<file path="src/rtl/pe.sv">
// Processing element: unsigned multiply-accumulate into a single register.
// Each non-reset rising edge adds the low DATA_WIDTH bits of a*b to the
// accumulator, wrapping modulo 2^DATA_WIDTH. c is the accumulator register
// itself, so there is no combinational path from a or b to c.
module pe #(
    parameter int DATA_WIDTH = 32
) (
    input  logic                  clk,
    input  logic                  rst,
    input  logic [DATA_WIDTH-1:0] a,
    input  logic [DATA_WIDTH-1:0] b,
    output logic [DATA_WIDTH-1:0] c
);

    logic [DATA_WIDTH-1:0] prod;
    logic [DATA_WIDTH-1:0] acc_d;
    logic [DATA_WIDTH-1:0] acc_q;

    // Next accumulator value. The product is sized to DATA_WIDTH, so its
    // upper half is dropped before the add. The add also wraps at
    // DATA_WIDTH, and the carry-out is discarded.
    always_comb begin
        prod  = a * b;
        acc_d = acc_q + prod;
    end

    // Accumulator register. Reset is synchronous and takes priority, so
    // the product presented on a reset edge is discarded.
    always_ff @(posedge clk) begin
        if (rst) acc_q <= '0;
        else     acc_q <= acc_d;
    end

    assign c = acc_q;

endmodule

</file>
<file path="config.mk">
export PLATFORM = sky130hd
export DESIGN_NAME = pe
export DESIGN_NICKNAME = d
export VERILOG_FILES = /design/src/rtl/pe.sv
export SDC_FILE = /design/constraint.sdc
export NUM_CORES = 1
export LEC_CHECK = 0
export ABC_AREA = 0
export CORE_MARGIN = 1.5
export CORE_UTILIZATION = 55
export CTS_CLUSTER_SIZE = 20
export DETAILED_ROUTE_END_ITERATION = 10
export PLACE_DENSITY = 0.85
export SLEW_MARGIN = 20
export SYNTH_ARGS = -nofsm -noshare
export SYNTH_HDL_FRONTEND = slang
export SYNTH_SLANG_ARGS = --single-unit
</file>
<file path="constraint.sdc">
create_clock -name clk -period 13.5 [get_ports clk]
set_clock_uncertainty 0.05 [all_clocks]
set_input_delay 2.025 -clock clk [delete_from_list [all_inputs] [get_ports clk]]
set_output_delay 2.025 -clock clk [all_outputs]
set_load 0.1 [all_outputs]
</file>
**Word level (Yosys, flattened, before mapping)**

Index checks and enable logic that the tools add are counted.

- Register bits: 32
- Bits of input ports: 66
- Output and inout bits: 32

- $add $sub $neg: 1
- $mul: 1

Operators by type and width:

| kind | count |
|---|---|
| adder 32 bit | 1 |
| multiplier 32 x 32 -> 32 bit | 1 |

**Longest topological paths before layout**

- Depth in word-level cells: 2
- Mapped depth: 28
- Mapped depth without buffers: 26

**Worst setup path after synthesis**

OpenSTA, ideal clock, no wires.

- Path kind: in2reg
- From: input a[12]
- To: register acc_q[29], in the netlist c[29]
- Library setup time: 0.123 ns
- Arrival: 8.425 ns
- Data required time: 13.327 ns
- Path slack: 4.902 ns
- Stages on the path: 26
- Path buffers: 2
- Cells stage by stage: clkbuf_1 > clkbuf_1 > and2_1 > fa_1 > fa_1 > fa_1 > inv_1 > fa_1 > inv_1 > fa_1 > inv_1 > fa_1 > inv_1 > fa_1 > inv_1 > fa_1 > inv_1 > ha_1 > a21oi_1 > nand2_1 > a211oi_2 > o31ai_2 > nand2_1 > nand2_1 > a221oi_2 > mux2_1

- Word-level cells in the longest chain between the ends: 2

RTL lines:

| item | RTL line | source |
|---|---|---|
| from (decl) | 10 | `input logic [DATA_WIDTH-1:0] a,` |
| multiplier 32 x 32 -> 32 bit | 23 | `prod = a * b;` |
| adder 32 bit | 24 | `acc_d = acc_q + prod;` |
| to (signal assigned) | 30 | `if (rst) acc_q <= '0;` |
| to (signal assigned) | 31 | `else acc_q <= acc_d;` |
| to (decl) | 17 | `logic [DATA_WIDTH-1:0] acc_q;` |

Every way passes these cells.
A chain may end at the register's enable or synchronous reset.

**Worst setup path after layout**

- From: input b[5]
- To: register acc_q[29], in the netlist c[29]

- Word-level cells in the longest chain between the ends: 2

RTL lines:

| item | RTL line | source |
|---|---|---|
| from (decl) | 11 | `input logic [DATA_WIDTH-1:0] b,` |
| multiplier 32 x 32 -> 32 bit | 23 |  |
| adder 32 bit | 24 |  |

Every way passes these cells.

==> out/qor.csv <==
metric,value,unit
crit_start,b[5],
coreArea,31600,um2
r2r_cells,23,
grt_overflow,0,
post-route-util,0.605,
syn-num-nets,2558,
ioPinCount,98,
ys_seq_area_frac,0.0362,
finalHoldViolations,0,
r2r-end,c[29],
cap_violations,0,
start_util,0.560,
dp.cells,2358,
drt-initial-drc-count,928,
cp_max_fo,27,
reg2reg_from,c[18],
grt_pass1_wl,74500,um
cts-resized-gates,0,
critPathArrivalTime,9700,ps
cts_setup_buffers,0,
grt_busiest_layer,met2,
path_clk_slew,60,ps
drive_gt1_frac,0.0249,
relSlewSlack,0.263,
drc,0,
grtUsageMet3,0.0593,
cts-htree-levels,2,
root_buffer,clkbuf_16,
cp.required,13620,ps
grtUsageMet1,0.394,
fin_crit,9580,ps
met2_usage,0.464,
tightestPinTransition,1100,ps
design_area,19100,um2
synth_seq_cells,32,
layout.cells.most_common_list,"inv_1, fa_1, and2_1",
ctsHoldBuffers,0,
track_usage,0.290,
vias_per_cell,5.45,
portBuffers,97,
largest_register_ffs,32,
ys.flop_type,dfxtp_1,
grt_max_degree,39,
cp-start-kind,input pin,
clkSinkCount,32,
num_vias,12900,
avgSynthCellArea,9.18,um2
rsz0062_at_grt,no,
ys_async_sr_fraction,0,
gp_congestion,0.925,
synth_cell_types,53,
status,"finished, final reports clean",
holdPathStages,2,
yosys_warnings,0,
hp-class,reg2reg,
min-delay-start,c[0],
final_common_cell,inv_1,
nets,2591,
synth-edff-count,0,
fin_cells,2366,
netlist_instances,1930,
area_delta_synth_final,7.96,%
clock_latency,280,ps
fin_crit_sh,0.710,
cts_tree,yes,
crit_type,in2reg,
setup_tns,0,ps
n_antenna_cell,0,
fmax,104,MHz
rrSetupSlack,6600,ps
dpl.hpwl,36900,um
die_w,182,um
setup_viol,0,
cts_buffer_depth,2,
ant_nets,0,
firstDrtPassIters,5,
die_h,182,um
dpl_cell_area,19000,um2
cts_buffers,5,
drt-total-wl,45300,um
antenna_found_initial,2,
floorplan.rows,65,
wl_per_cell,19.2,um
drv_slew,0,
fillers,2550,
crit_path_end_kind,flop,
dieArea,33300,um2
grt_pass1_vias,14200,
whs_endpoint,c[0],
synth_area,17700,um2
[routing by layer]
layer	part of all wire	vias up	wire length, um
met5	0.00057	-	26
met2	0.47	574	21400
met3	0.089	113	4020
met4	0.037	4	1690
li1	-	5553	-
met1	0.40	6645	18200
[worst max-delay path, stage by stage]
cell             delay (ps)
clkdlybuf4s50_1         950
and2_1                  420
fa_1                    570
fa_1                    450
fa_1                    540
inv_1                    50
fa_1                    480
inv_1                    50
fa_1                    510
inv_1                    60
fa_1                    530
inv_1                    50
fa_1                    470
inv_1                    50
fa_1                    470
inv_1                    50
ha_1                    340
a21oi_1                 260
nand2_1                 100
a211oi_2                270
o31ai_2                 170
nand2_1                 110
nand2_1                  90
a221oi_2                280
mux2_1                  340
[cells in the mapped netlist, types with 3 or more instances]
cell	n	area, um2
nor3_1	5	25.0
a21o_1	11	82.6
fa_1	438	8770
a21oi_1	23	115
xor2_1	21	184
nand3_1	7	35.0
nor2b_1	10	62.6
ha_1	124	1550
dfxtp_1	32	641
clkbuf_1	80	300
nor2_1	29	109
and2_1	365	2280
o21bai_1	3	22.5
xnor2_1	58	508
o21ai_2	4	35.0
o31ai_2	3	37.5
inv_1	483	1810
o21ai_0	9	45.0
a211oi_2	3	37.5
nand2_1	177	664
buf_2	4	20.0
[stage by stage]
| step | hold WS (ps) | setup WS [ps] |
|---|---|---|
| finish | 570 | 3920 |
| CTS | 583 | 4000 |
| global route | 624 | 3680 |
| detailed placement | 561 | 3710 |
| global placement | 532 | 3920 |
| floorplan | 1160 | 4900 |
[how the worst max path moves through the flow]
stage,cells after the start,end
2_1_floorplan,26,c[29]
3_3_place_gp,25,c[29]
6_report,25,c[29]
5_1_grt,25,c[29]
4_1_cts,25,c[29]
3_5_place_dp,25,c[31]
[kinds of logic after synthesis]
logic type      Yosys count  share of synthesized area
mux                       4                    0.00268
flops                    32                     0.0362
buf+inv                 569                      0.121
compound gates           75                     0.0306
fa+ha+maj               562                      0.582
xor+xnor                 80                     0.0403
simple gates            608                      0.186
[cell type report]
| type | count | area [um2] | area share |
|---|---|---|---|
| clock buffer | 5 | 125 | 0.00654 |
| clock inverter | 3 | 42.5 | 0.00222 |
| inverter | 483 | 1810 | 0.0948 |
| multi-input combinational | 1329 | 14900 | 0.780 |
| sequential | 32 | 641 | 0.0335 |
| tap | 402 | 503 | 0.0263 |
| timing repair buffer | 112 | 1080 | 0.0564 |
Power is not shown: default switching activity piles up to over one toggle a cycle in this logic, so the estimate is an artifact.
